==> src/rtl/bus_pkg.sv <==
// rtl/bus_pkg.sv - shared widths and state encoding for the bus arbiter
//
// Contents:
//   ADDR_W   peripheral address width
//   DATA_W   peripheral data width
//   state_t  arbiter FSM state {IDLE, XFER}
//   idx_w()  index width needed to name one of n masters

package bus_pkg;

  localparam int ADDR_W = 16;
  localparam int DATA_W = 8;

  typedef enum logic {
    IDLE = 1'b0,
    XFER = 1'b1
  } state_t;

  function automatic int idx_w(input int n);
    return (n <= 2) ? 1 : $clog2(n);
  endfunction

endpackage

==> src/rtl/rr_picker.sv <==
// rtl/rr_picker.sv - combinational round-robin one-hot selector
//
// Ports:
//   req     in   N      candidate request vector
//   ptr     in   IDX_W  last winner; search starts at ptr+1 modulo N
//   onehot  out  N      one-hot winner (zero when nothing requests)
//   idx     out  IDX_W  winner index (zero when nothing requests)
//   valid   out  1      some request was found

module rr_picker #(
  parameter int N     = 3,
  parameter int IDX_W = 2
) (
  input  logic [N-1:0]     req,
  input  logic [IDX_W-1:0] ptr,
  output logic [N-1:0]     onehot,
  output logic [IDX_W-1:0] idx,
  output logic             valid
);

  // The outer loop walks priority order (ptr+1 first, ptr itself last);
  // the inner loop keeps every bit select at a constant index.
  always_comb begin
    onehot = '0;
    idx    = '0;
    valid  = 1'b0;
    for (int k = 1; k <= N; k++) begin
      for (int i = 0; i < N; i++) begin
        if (!valid && req[i] && (i == ((int'(ptr) + k) % N))) begin
          valid     = 1'b1;
          onehot[i] = 1'b1;
          idx       = IDX_W'(i);
        end
      end
    end
  end

endmodule

==> src/rtl/bus_arbiter.sv <==
// rtl/bus_arbiter.sv - round-robin shared-bus arbiter with locked bursts
//
// Optional feature macro: ARB_VSYNC_PRIORITY_EN (master 0 wins while vsync=1).
//
// Ports:
//   clk       in   1              system clock, posedge
//   reset     in   1              synchronous, active-low
//   vsync     in   1              vertical-blank flag (priority hint)
//   req       in   NUM_MASTERS    per-master request
//   lock      in   NUM_MASTERS    per-master "another access follows"
//   m_addr    in   16*NUM_MASTERS packed master addresses
//   m_wdata   in   8*NUM_MASTERS  packed master write data
//   m_rw      in   NUM_MASTERS    per-master direction, 1 = write
//   gnt       out  NUM_MASTERS    one-hot grant during the owned bus cycle
//   ack       out  NUM_MASTERS    one-cycle completion pulse
//   rdata     out  8              data of the last completed read
//   bus_addr  out  16             shared peripheral address
//   bus_do    out  8              shared write data
//   bus_rw    out  1              shared direction, 1 = write
//   bus_di    in   8              read data from the address decoder

module bus_arbiter
  import bus_pkg::*;
#(
  parameter int NUM_MASTERS = 3,
  parameter int MAX_BURST   = 4
) (
  input  logic                          clk,
  input  logic                          reset,
  input  logic                          vsync,
  input  logic [NUM_MASTERS-1:0]        req,
  input  logic [NUM_MASTERS-1:0]        lock,
  input  logic [ADDR_W*NUM_MASTERS-1:0] m_addr,
  input  logic [DATA_W*NUM_MASTERS-1:0] m_wdata,
  input  logic [NUM_MASTERS-1:0]        m_rw,
  output logic [NUM_MASTERS-1:0]        gnt,
  output logic [NUM_MASTERS-1:0]        ack,
  output logic [DATA_W-1:0]             rdata,
  output logic [ADDR_W-1:0]             bus_addr,
  output logic [DATA_W-1:0]             bus_do,
  output logic                          bus_rw,
  input  logic [DATA_W-1:0]             bus_di
);

  localparam int IDX_W = idx_w(NUM_MASTERS);
  localparam int CNT_W = $clog2(MAX_BURST + 1);
  localparam logic [CNT_W-1:0] MAX_BURST_C = CNT_W'(MAX_BURST);
  localparam logic [IDX_W-1:0] PTR_RST     = IDX_W'(NUM_MASTERS - 1);

  // Registered state. ptr_q is the last winner; while in XFER it is also the
  // current owner, so no separate owner register is kept.
  state_t                   state_q, state_d;
  logic [NUM_MASTERS-1:0]   gnt_q, gnt_d;
  logic [NUM_MASTERS-1:0]   ack_q, ack_d;
  logic [DATA_W-1:0]        rdata_q, rdata_d;
  logic [ADDR_W-1:0]        bus_addr_q, bus_addr_d;
  logic [DATA_W-1:0]        bus_do_q, bus_do_d;
  logic                     bus_rw_q, bus_rw_d;
  logic [CNT_W-1:0]         cnt_q, cnt_d;
  logic [IDX_W-1:0]         ptr_q, ptr_d;

  // Arbitration results.
  logic [NUM_MASTERS-1:0]   elig;
  logic                     own_req;
  logic                     own_lock;
  logic                     cont;
  logic                     vs_win;
  logic [NUM_MASTERS-1:0]   rr_onehot;
  logic [IDX_W-1:0]         rr_idx;
  logic                     rr_valid;
  logic                     win_valid;
  logic [IDX_W-1:0]         win_idx;
  logic [ADDR_W-1:0]        sel_addr;
  logic [DATA_W-1:0]        sel_wdata;
  logic                     sel_rw;

  // ---------------------------------------------------------------------
  // State register
  // ---------------------------------------------------------------------
  always_ff @(posedge clk) begin
    if (!reset) begin
      state_q    <= IDLE;
      gnt_q      <= '0;
      ack_q      <= '0;
      rdata_q    <= '0;
      bus_addr_q <= '0;
      bus_do_q   <= '0;
      bus_rw_q   <= 1'b0;
      cnt_q      <= '0;
      ptr_q      <= PTR_RST;
    end else begin
      state_q    <= state_d;
      gnt_q      <= gnt_d;
      ack_q      <= ack_d;
      rdata_q    <= rdata_d;
      bus_addr_q <= bus_addr_d;
      bus_do_q   <= bus_do_d;
      bus_rw_q   <= bus_rw_d;
      cnt_q      <= cnt_d;
      ptr_q      <= ptr_d;
    end
  end

  // ---------------------------------------------------------------------
  // Next-state: eligibility, burst continuation and winner selection
  // ---------------------------------------------------------------------
  always_comb begin
    own_req  = 1'b0;
    own_lock = 1'b0;
    elig     = '0;
    for (int i = 0; i < NUM_MASTERS; i++) begin
      if (i == int'(ptr_q)) begin
        own_req  = req[i];
        own_lock = lock[i];
      end
      // The owner's request has just been served; it only counts again
      // when the owner flags that another access follows.
      elig[i] = req[i] &&
                !((state_q == XFER) && (i == int'(ptr_q)) && !lock[i]);
    end
  end

  // A locked burst continues until MAX_BURST grants, then it must compete.
  assign cont = (state_q == XFER) && own_req && own_lock && (cnt_q < MAX_BURST_C);

`ifdef ARB_VSYNC_PRIORITY_EN
  assign vs_win = vsync && elig[0] && !cont;
`else
  logic unused_vsync;
  assign unused_vsync = vsync;
  assign vs_win       = 1'b0;
`endif

  rr_picker #(
    .N     (NUM_MASTERS),
    .IDX_W (IDX_W)
  ) u_rr_picker (
    .req    (elig),
    .ptr    (ptr_q),
    .onehot (rr_onehot),
    .idx    (rr_idx),
    .valid  (rr_valid)
  );

  always_comb begin
    win_valid = cont || vs_win || rr_valid;
    if (cont) begin
      win_idx = ptr_q;
    end else if (vs_win) begin
      win_idx = '0;
    end else begin
      win_idx = rr_idx;
    end
    state_d = win_valid ? XFER : IDLE;
  end

  // ---------------------------------------------------------------------
  // Outputs / datapath next values
  // ---------------------------------------------------------------------
  always_comb begin
    sel_addr  = '0;
    sel_wdata = '0;
    sel_rw    = 1'b0;
    gnt_d     = '0;
    for (int i = 0; i < NUM_MASTERS; i++) begin
      if (i == int'(win_idx)) begin
        sel_addr  = m_addr[i*ADDR_W +: ADDR_W];
        sel_wdata = m_wdata[i*DATA_W +: DATA_W];
        sel_rw    = m_rw[i];
      end
      gnt_d[i] = win_valid && (i == int'(win_idx)) && rr_onehot_ok(i);
    end

    // gnt_q is non-zero exactly during XFER, so it doubles as the ack mask.
    ack_d = gnt_q;

    rdata_d = ((state_q == XFER) && !bus_rw_q) ? bus_di : rdata_q;

    bus_addr_d = win_valid ? sel_addr  : bus_addr_q;
    bus_do_d   = win_valid ? sel_wdata : bus_do_q;
    bus_rw_d   = win_valid && sel_rw;

    if (cont) begin
      cnt_d = cnt_q + CNT_W'(1);
    end else if (win_valid) begin
      cnt_d = CNT_W'(1);
    end else begin
      cnt_d = cnt_q;
    end

    ptr_d = win_valid ? win_idx : ptr_q;
  end

  // The picker's one-hot is only authoritative for round-robin wins; burst
  // continuation and vsync priority override it, so any index is accepted.
  function automatic logic rr_onehot_ok(input int i);
    return (cont || vs_win) ? 1'b1 : rr_onehot[i];
  endfunction

  assign gnt      = gnt_q;
  assign ack      = ack_q;
  assign rdata    = rdata_q;
  assign bus_addr = bus_addr_q;
  assign bus_do   = bus_do_q;
  assign bus_rw   = bus_rw_q;

endmodule

==> config.mk <==
export PLATFORM = sky130hd
export DESIGN_NAME = bus_arbiter
export DESIGN_NICKNAME = d
export VERILOG_FILES = /design/src/rtl/bus_pkg.sv /design/src/rtl/rr_picker.sv /design/src/rtl/bus_arbiter.sv
export SDC_FILE = /design/constraint.sdc
export NUM_CORES = 1
export LEC_CHECK = 0
export ABC_CLOCK_PERIOD_IN_PS = 7800
export BUFFER_PORTS_ARGS = -buffer_cell sky130_fd_sc_hd__buf_2
export CELL_PAD_IN_SITES_DETAIL_PLACEMENT = 0
export CELL_PAD_IN_SITES_GLOBAL_PLACEMENT = 1
export CORE_AREA = 3 3 88 90
export DETAILED_ROUTE_END_ITERATION = 12
export DIE_AREA = 0 0 91 93
export PLACE_DENSITY_LB_ADDON = 0.12
export SYNTH_ARGS = -nofsm -noshare
export SYNTH_HDL_FRONTEND = slang
export SYNTH_SLANG_ARGS = --single-unit
==> constraint.sdc <==
create_clock -name clk -period 7.8 [get_ports clk]
set_clock_uncertainty 0.15 [all_clocks]
set_input_delay 0.78 -clock clk [delete_from_list [all_inputs] [get_ports clk]]
set_output_delay 0.78 -clock clk [all_outputs]
set_load 0.005 [all_outputs]
==> results of run 1 <==
-- logic make-up (layout without fill, tap and decap cells) --
logic type      Yosys count  count (layout)
compound gates          104             104
fa+ha+maj                 4               4
buf+inv                  21             144
flops                    45              45
mux                      14              14
simple gates             65              65
-- per-layer routing --
| metal | wire length (µm) | track usage | vias up |
|---|---|---|---|
| li1 | - | - | 1198 |
| met4 | 92 | 0.0465 | 0 |
| met3 | 582 | 0.0499 | 8 |
| met5 | 0 | 0 | - |
| met2 | 3380 | 0.275 | 101 |
| met1 | 3130 | 0.212 | 1077 |
-- synthesized netlist by cell type, types with 3 or more instances --
| library cell | number |
|---|---|
| mux2i_1 | 14 |
| dfxtp_1 | 45 |
| inv_1 | 6 |
| o221ai_1 | 17 |
| nand2_1 | 27 |
| a32oi_1 | 6 |
| buf_4 | 3 |
| clkbuf_1 | 5 |
| nand2b_1 | 3 |
| ha_1 | 4 |
| a21oi_1 | 24 |
| nor2b_1 | 10 |
| and2_1 | 3 |
| nor2_1 | 7 |
| buf_2 | 6 |
| nand3_1 | 4 |
| o21ai_0 | 28 |
-- tightest hold or removal path, cell delays in order, from the launching register on --
cell	delay, ns
dfxtp_1	0.32
nand2_1	0.05
o21ai_1	0.05
-- power breakdown --
part | switching [µW] | internal, µW
clock | 81.5 | 105
combinational | 292 | 202
sequential | 45.9 | 315
total | 420 | 621
-- flip-flops by register name, summed over array words and instances (netlist names) --
signal    count
ack           3
state_q       1
cnt_q         3
bus_addr     16
ptr_q         2
rdata         8
bus_do        8
gnt           3
bus_rw        1
-- final cells by class --
| class | instances | area [µm²] | area share |
|---|---|---|---|
| clock inverter | 1 | 30.0 | 0.00970 |
| inverter | 6 | 22.5 | 0.00728 |
| multi-input combinational | 187 | 1280 | 0.413 |
| timing repair buffer | 130 | 653 | 0.211 |
| tap | 99 | 124 | 0.0400 |
| sequential | 45 | 901 | 0.291 |
| clock buffer | 7 | 86.3 | 0.0279 |
-- final timing paths --
| kind | depth (start not counted) | slack (ns) | endpoint | startpoint |
|---|---|---|---|---|
| min reg2reg | 2 | 0.30 | bus_addr[15]$_SDFFE_PN0N_ | bus_addr[15]$_SDFFE_PN0N_ |
| min | 2 | 0.30 | bus_addr[15]$_SDFFE_PN0N_ | bus_addr[15]$_SDFFE_PN0N_ |
| max reg2reg | 7 | 4.37 | bus_addr[4]$_SDFFE_PN0N_ | ptr_q[1]$_SDFFE_PN1N_ |
| max | 7 | 4.37 | bus_addr[4]$_SDFFE_PN0N_ | ptr_q[1]$_SDFFE_PN1N_ |
-- through the flow --
step	cells	utilization	total power, µW	instance area (µm²)	worst slack (ns)
finish	475	0.434	1040	3090	4.37
global placement	467	0.417	866	2980	4.30
detailed placement	467	0.417	869	2980	4.32
CTS	475	0.434	1060	3090	4.33
global route	475	0.434	1130	3090	4.02
floorplan	253	-	689	2270	5.31
==> flow_metrics.env, run 1 <==
export IMPL_status="finished clean"
export IMPL_vdd_ir_drop_max_uv=106
export IMPL_grt_overflow=0
export IMPL_start_util=0.319
export IMPL_path_buf_inv=1
export IMPL_cts_tree="done"
export IMPL_setup_violations=0
export IMPL_ant_nets=0
export IMPL_tightest_slew_ns=0.939
export IMPL_cp_max_fo=21
export IMPL_vias_per_cell=5.02
export IMPL_ys_warn_count=0
export IMPL_max_freq_ghz=0.291
export IMPL_hpwl_mm=5.25
export IMPL_synth_top_family_by_area="compound AO/OA/AOI/OAI gates"
export IMPL_required_ns=7.88
export IMPL_syn_area_um2=2270
export IMPL_clock_sinks=45
export IMPL_power_density_nw_per_um2=337
export IMPL_port_buffers=129
export IMPL_hold_violations=0
export IMPL_path_cells="inv_1 > ha_1 > nand4b_1 > a2111oi_4 > o22a_1 > o221ai_1 > a21oi_1"
export IMPL_synth_top_area_share=0.396
export IMPL_die_h_um=93
export IMPL_cap_violations=0
export IMPL_fin_nets=471
export IMPL_worst_hold_slack_ns=0.300
export IMPL_cts_setup_buffers=0
export IMPL_max_stage_delay_ns=0.82
export IMPL_routabilityCongestion=0.765
export IMPL_drt_total_wl_mm=7.19
export IMPL_synth_cell_types=50
export IMPL_grt_usage=0.167
export IMPL_synth_edf_count=0
export IMPL_final_cell_mix="buf_2, dfxtp_1, o21ai_0"
export IMPL_drt_iter0_drc=136
export IMPL_route_vias_total=2384
export IMPL_fp_coreArea_um2=7140
export IMPL_fin_crit_sh=0.440
export IMPL_synth_area_leaders="dfxtp_1, o221ai_1, mux2i_1"
export IMPL_synth_adder_area_share=0.0220
export IMPL_ys_flop_type="dfxtp_1"
export IMPL_drc=0
export IMPL_p_leak_uw=0.00140
export IMPL_die_area_um2=8460
export IMPL_rows=31
export IMPL_hp_class="register to register"
export IMPL_muxShareOfSynthArea=0.0616
export IMPL_path_delay_family="compound AO/OA/AOI/OAI gates"
export IMPL_syn_to_final_growth_pct=36.0
export IMPL_drive_gt1_frac=0.391
export IMPL_antenna_found_initial=0
export IMPL_grt_pass1_vias=2333
export IMPL_wl_per_cell_um=15.1
export IMPL_start_kind="register"
export IMPL_slowest_stage="o22a_1"
export IMPL_setup_tns_ns=0
export IMPL_grt_start_max_net_pins=43
export IMPL_endpoint_kind="register"
export IMPL_yosysSeqAreaShare=0.396
export IMPL_num_fill_cells=779
export IMPL_htreeDepth=2
export IMPL_final_common_cell="buf_2"
export IMPL_syn_nets=349
export IMPL_diodes=0
export IMPL_netlist_instances=253
export IMPL_syn_area_per_cell_um2=8.99
export IMPL_yosys_area_top_type="dfxtp_1"
export IMPL_yosys_area_share_simple=0.144
export IMPL_slew_headroom=0.374
export IMPL_synthXorXnorAreaFrac=0
export IMPL_dr_pass1_iters=6
export IMPL_io_pin_count=131
export IMPL_rsz0062_at_grt="no"
export IMPL_crit_type="register to register"
export IMPL_die_width_um=91
export IMPL_worst_endpoint_arrival_ns=3.51
export IMPL_cts_buffers=5
export IMPL_grt_pass1_wl_mm=11.5
export IMPL_synth_compound_area_frac=0.331
export IMPL_async_flop_share=0
export IMPL_drv_slew=0
export IMPL_cts_path_max_buffers=2
export IMPL_clk_latency_ns=0.30
export IMPL_root_buffer="clkbuf_8"
export IMPL_clkTransAtPathRegs_ns=0.09
export IMPL_post_cts_resized=0
export IMPL_ys_ff_latch=45
export IMPL_postCtsHoldBufs=0
export IMPL_timing_final_crit_period_ns=3.43
Power figures use the tool's default switching activity.
==> run 2, diff against run 1 <==
--- a/config.mk
+++ b/config.mk
@@ -5,13 +5,13 @@
 export SDC_FILE = /design/constraint.sdc
 export NUM_CORES = 1
 export LEC_CHECK = 0
-export ABC_CLOCK_PERIOD_IN_PS = 7800
+export ABC_CLOCK_PERIOD_IN_PS = 2900
 export BUFFER_PORTS_ARGS = -buffer_cell sky130_fd_sc_hd__buf_2
 export CELL_PAD_IN_SITES_DETAIL_PLACEMENT = 0
 export CELL_PAD_IN_SITES_GLOBAL_PLACEMENT = 1
-export CORE_AREA = 3 3 88 90
+export CORE_AREA = 3 3 95 97
 export DETAILED_ROUTE_END_ITERATION = 12
-export DIE_AREA = 0 0 91 93
+export DIE_AREA = 0 0 98 100
 export PLACE_DENSITY_LB_ADDON = 0.12
 export SYNTH_ARGS = -nofsm -noshare
 export SYNTH_HDL_FRONTEND = slang
==> constraint.sdc (replaced) <==
create_clock -name clk -period 2.9 [get_ports clk]
set_clock_uncertainty 0.15 [all_clocks]
set_input_delay 0.29 -clock clk [delete_from_list [all_inputs] [get_ports clk]]
set_output_delay 0.29 -clock clk [all_outputs]
set_load 0.005 [all_outputs]
==> flow_metrics.env, run 2 (synthesized netlist as in run 1, its figures left out) <==
export IMPL_status="finished clean"
export IMPL_fp_coreArea_um2=8220
export IMPL_final_cell_mix="buf_2, dfxtp_1, o21ai_0"
export IMPL_drc=0
export IMPL_num_fill_cells=868
export IMPL_finalWorstSetupSlack_ns=0.176
export IMPL_grt_usage=0.153
export IMPL_wl_per_cell_um=15.5
export IMPL_htreeDepth=2
export IMPL_rows=33
export IMPL_drive_gt1_frac=0.435
export IMPL_route_vias_total=2471
export IMPL_antenna_found_initial=0
export IMPL_drv_slew=0
export IMPL_grt_pass1_vias=2414
export IMPL_clock_sinks=45
export IMPL_endpoint_kind="register"
export IMPL_power_density_nw_per_um2=896
export IMPL_drt_iter0_drc=103
export IMPL_grt_pass1_wl_mm=12.1
export IMPL_io_pin_count=131
export IMPL_cts_setup_buffers=0
export IMPL_cts_buffers=5
export IMPL_power_uw=2910
export IMPL_die_width_um=98
export IMPL_hp_class="primary input to register"
export IMPL_start_kind="register"
export IMPL_fin_nets=486
export IMPL_crit_type="register to register"
export IMPL_diodes=0
export IMPL_setup_violations=0
export IMPL_clkTransAtPathRegs_ns=0.10
export IMPL_required_ns=2.99
export IMPL_vdd_ir_drop_max_uv=273
export IMPL_p_leak_uw=0.00146
export IMPL_post_cts_resized=0
export IMPL_hpwl_mm=5.69
export IMPL_cts_path_max_buffers=2
export IMPL_die_h_um=100
export IMPL_fin_crit_sh=0.939
export IMPL_start_util=0.277
export IMPL_routabilityCongestion=0.825
export IMPL_hold_violations=0
export IMPL_grt_start_max_net_pins=29
export IMPL_slew_headroom=0.454
export IMPL_port_buffers=129
export IMPL_dr_pass1_iters=4
export IMPL_syn_to_final_growth_pct=42.8
export IMPL_ant_nets=0
export IMPL_cp_max_fo=18
export IMPL_die_area_um2=9800
export IMPL_setup_tns_ns=0
export IMPL_timing_final_crit_period_ns=2.72
export IMPL_place_ws_ns=0.0224
export IMPL_cap_violations=0
export IMPL_worst_hold_slack_ns=0.0596
export IMPL_worst_endpoint_arrival_ns=2.81
export IMPL_grt_overflow=0
export IMPL_final_common_cell="buf_2"
export IMPL_tightest_slew_ns=0.816
export IMPL_largest_reg_flops=16
export IMPL_clk_latency_ns=0.30
export IMPL_vias_per_cell=4.98
export IMPL_postLayoutCoreUtil=0.395
export IMPL_max_freq_ghz=0.367
export IMPL_cts_tree="done"
export IMPL_drt_total_wl_mm=7.71
export IMPL_root_buffer="clkbuf_8"
export IMPL_postCtsHoldBufs=0
## run 2: cell type report
class                      count  area [µm²]  area share
clock buffer                   5        68.8      0.0212
clock inverter                 3        22.5     0.00693
inverter                       6        22.5     0.00693
multi-input combinational    187        1310       0.404
sequential                    45         902       0.278
tap                          105         131      0.0404
timing repair buffer         145         790       0.243
## run 2: worst paths after layout
check / from / to / slack, ns / depth (start not counted)
worst max-delay path: ptr_q[0]$_SDFFE_PN0N_ / bus_rw$_SDFF_PN0_ / 0.18 / 9
worst min-delay path: m_wdata[14] / bus_do[6]$_SDFFE_PN0N_ / 0.06 / 3
worst max register to register: ptr_q[0]$_SDFFE_PN0N_ / bus_rw$_SDFF_PN0_ / 0.18 / 9
worst min register to register: bus_addr[15]$_SDFFE_PN0N_ / bus_addr[15]$_SDFFE_PN0N_ / 0.32 / 2
## run 2: layer usage
layer,GRT usage,wire [µm],vias up
met5,0,0,-
li1,-,-,1233
met2,0.251,3680,100
met4,0.0351,36,0
met3,0.0486,617,2
met1,0.198,3370,1136
## run 2: per-stage QoR
step / instances / instance area (µm²)
floorplan: 253 / 2270
global placement: 488 / 3110
detailed placement: 488 / 3110
CTS: 496 / 3200
global route: 496 / 3250
finish: 496 / 3250
## run 2: power by group
group,switching (µW),leakage (µW),internal (µW)
combinational,841,0.00105,687
clock,238,0.0000481,172
sequential,127,0.000371,848
total,1210,0.00146,1710
## run 2: worst max-delay path: stages, from the launching register on
cell and delay (ns):
dfxtp_1 0.43, inv_1 0.14, ha_1 0.30, nand2b_2 0.27, a2111oi_4 0.37, a41oi_1 0.15, o31ai_4 0.33, buf_6 0.24
a22oi_1 0.12, a21oi_1 0.17
==> run 3, diff against run 2 <==
--- a/config.mk
+++ b/config.mk
@@ -9,9 +9,9 @@
 export BUFFER_PORTS_ARGS = -buffer_cell sky130_fd_sc_hd__buf_2
 export CELL_PAD_IN_SITES_DETAIL_PLACEMENT = 0
 export CELL_PAD_IN_SITES_GLOBAL_PLACEMENT = 1
-export CORE_AREA = 3 3 95 97
+export CORE_AREA = 2 2 94 96
 export DETAILED_ROUTE_END_ITERATION = 12
-export DIE_AREA = 0 0 98 100
+export DIE_AREA = 0 0 96 98
 export PLACE_DENSITY_LB_ADDON = 0.12
 export SYNTH_ARGS = -nofsm -noshare
 export SYNTH_HDL_FRONTEND = slang
==> flow_metrics.env, run 3 (synthesized netlist as in run 1, its figures left out) <==
export IMPL_route_vias_total=2485
export IMPL_cts_buffers=5
export IMPL_start_util=0.269
export IMPL_path_delay_family="simple AND/OR/NAND/NOR gates"
export IMPL_die_area_um2=9410
export IMPL_path_buf_inv=3
export IMPL_rows=34
export IMPL_drt_total_wl_mm=7.48
export IMPL_grt_start_max_net_pins=28
export IMPL_drt_iter0_drc=79
export IMPL_final_cell_mix="buf_2, dfxtp_1, o21ai_0"
export IMPL_syn_to_final_growth_pct=43.6
export IMPL_num_fill_cells=903
export IMPL_clock_sinks=45
export IMPL_cts_path_max_buffers=2
export IMPL_pwr_share_comb=0.535
export IMPL_max_stage_delay_ns=0.50
export IMPL_p_sw_frac=0.403
export IMPL_grt_overflow=0
export IMPL_crit_type="register to register"
export IMPL_port_buffers=129
export IMPL_grt_usage=0.161
export IMPL_die_h_um=98
export IMPL_ant_nets=0
export IMPL_tightest_slew_ns=0.839
export IMPL_start_kind="register"
export IMPL_htreeDepth=2
export IMPL_drc=0
export IMPL_seq_power_share=0.334
export IMPL_multi_input_area_um2=1290
export IMPL_drive_gt1_frac=0.425
export IMPL_cap_violations=0
export IMPL_hpwl_mm=5.66
export IMPL_cp_max_fo=12
export IMPL_slew_headroom=0.439
export IMPL_largest_reg_flops=16
export IMPL_drv_slew=0
export IMPL_vias_per_cell=4.91
export IMPL_routabilityCongestion=0.886
export IMPL_slowest_stage="or3_1"
export IMPL_power_density_nw_per_um2=885
export IMPL_p_int_uw=1730
export IMPL_clkTransAtPathRegs_ns=0.08
export IMPL_cts_tree="done"
export IMPL_die_width_um=96
export IMPL_root_buffer="clkbuf_8"
export IMPL_final_common_cell="buf_2"
export IMPL_diodes=0
export IMPL_dr_pass1_iters=4
export IMPL_regArea_um2=901
export IMPL_hold_violations=0
export IMPL_timing_final_crit_period_ns=2.72
export IMPL_fin_nets=493
export IMPL_clk_latency_ns=0.29
export IMPL_grt_pass1_vias=2488
export IMPL_finalWorstSetupSlack_ns=0.181
export IMPL_hp_class="primary input to register"
export IMPL_io_pin_count=131
export IMPL_fin_crit_sh=0.937
export IMPL_wl_per_cell_um=14.8
export IMPL_fp_coreArea_um2=8470
export IMPL_postCtsHoldBufs=0
export IMPL_grt_pass1_wl_mm=12.1
export IMPL_worst_endpoint_arrival_ns=2.75
export IMPL_postLayoutCoreUtil=0.386
export IMPL_setup_violations=0
export IMPL_status="finished clean"
export IMPL_vdd_ir_drop_max_uv=284
export IMPL_p_clk_frac=0.132
export IMPL_place_ws_ns=0.129
export IMPL_path_cells="inv_1 > buf_4 > ha_1 > nand2b_2 > a21oi_1 > or3_1 > o22a_1 > buf_4 > o221ai_1 > a21oi_1"
export IMPL_p_leak_uw=0.00149
export IMPL_antenna_found_initial=0
export IMPL_max_freq_ghz=0.368
export IMPL_required_ns=2.93
export IMPL_p_sw_uw=1160
export IMPL_endpoint_kind="register"
==> run 3: changes by cell type in the layout (fill, tap and decap cells not counted), moves of 2 or more <==
cell and change:
buf_4 +9, clkinv_4 -2, clkbuf_1 +3, buf_6 -2
==> run 3: power by group through the flow <==
stage / Combinational (µW) / Clock (µW) / Sequential, µW
after floorplan: 857 / 0 / 995
after global placement: 1540 / 0 / 979
after detailed placement: 1540 / 0 / 978
after CTS: 1550 / 408 / 966
after global routing: 1740 / 421 / 999
final: 1550 / 381 / 965
==> run 3: worst min-delay path: stages <==
cell and delay [ns]:
buf_2 0.09, nand2_1 0.04, a21oi_1 0.05
==> run 3: final timing paths <==
kind                                           startpoint                        end  slack (ns)  depth (start not counted)
worst max-delay path                ptr_q[1]$_SDFFE_PN1N_   bus_addr[6]$_SDFFE_PN0N_        0.18                         10
worst min-delay path                          m_wdata[11]     bus_do[3]$_SDFFE_PN0N_        0.07                          3
worst max register to register      ptr_q[1]$_SDFFE_PN1N_   bus_addr[6]$_SDFFE_PN0N_        0.18                         10
worst min register to register  bus_addr[15]$_SDFFE_PN0N_  bus_addr[15]$_SDFFE_PN0N_        0.30                          2
==> run 3: area by class of cell <==
type,instances,share of cell area
multi-input combinational,187,0.396
tap,108,0.0414
clock buffer,8,0.0245
sequential,45,0.276
timing repair buffer,152,0.255
inverter,6,0.00689
==> run 3: through the flow <==
step                hold slack, ns  total power [µW]  area (µm²)   TNS, ns  std cells
finish                      0.0749              2890        3270         0        506
global route                0.0623              3160        3270  -0.00722        506
CTS                         0.0593              2920        3230         0        504
detailed placement           0.294              2520        3150         0        496
global placement             0.288              2520        3150         0        496
floorplan                    0.275              1850        2270         0        253
==> run 3: metal layers <==
metal / track usage / share of wire / vias to the layer above
met2: 0.248 / 0.47 / 91
met3: 0.0370 / 0.065 / 5
met4: 0.0330 / 0.0090 / 0
met1: 0.228 / 0.46 / 1143
li1: - / - / 1246
met5: 0 / 0 / -
==> run 3: what timing repair did <==
| item | CTS | global route |
|---|---|---|
| setup endpoints to repair | 0 | 22 |
| hold endpoints to repair | 0 | 0 |
| buffers inserted | 0 | 2 |
| gates resized for setup | 0 | 4 |
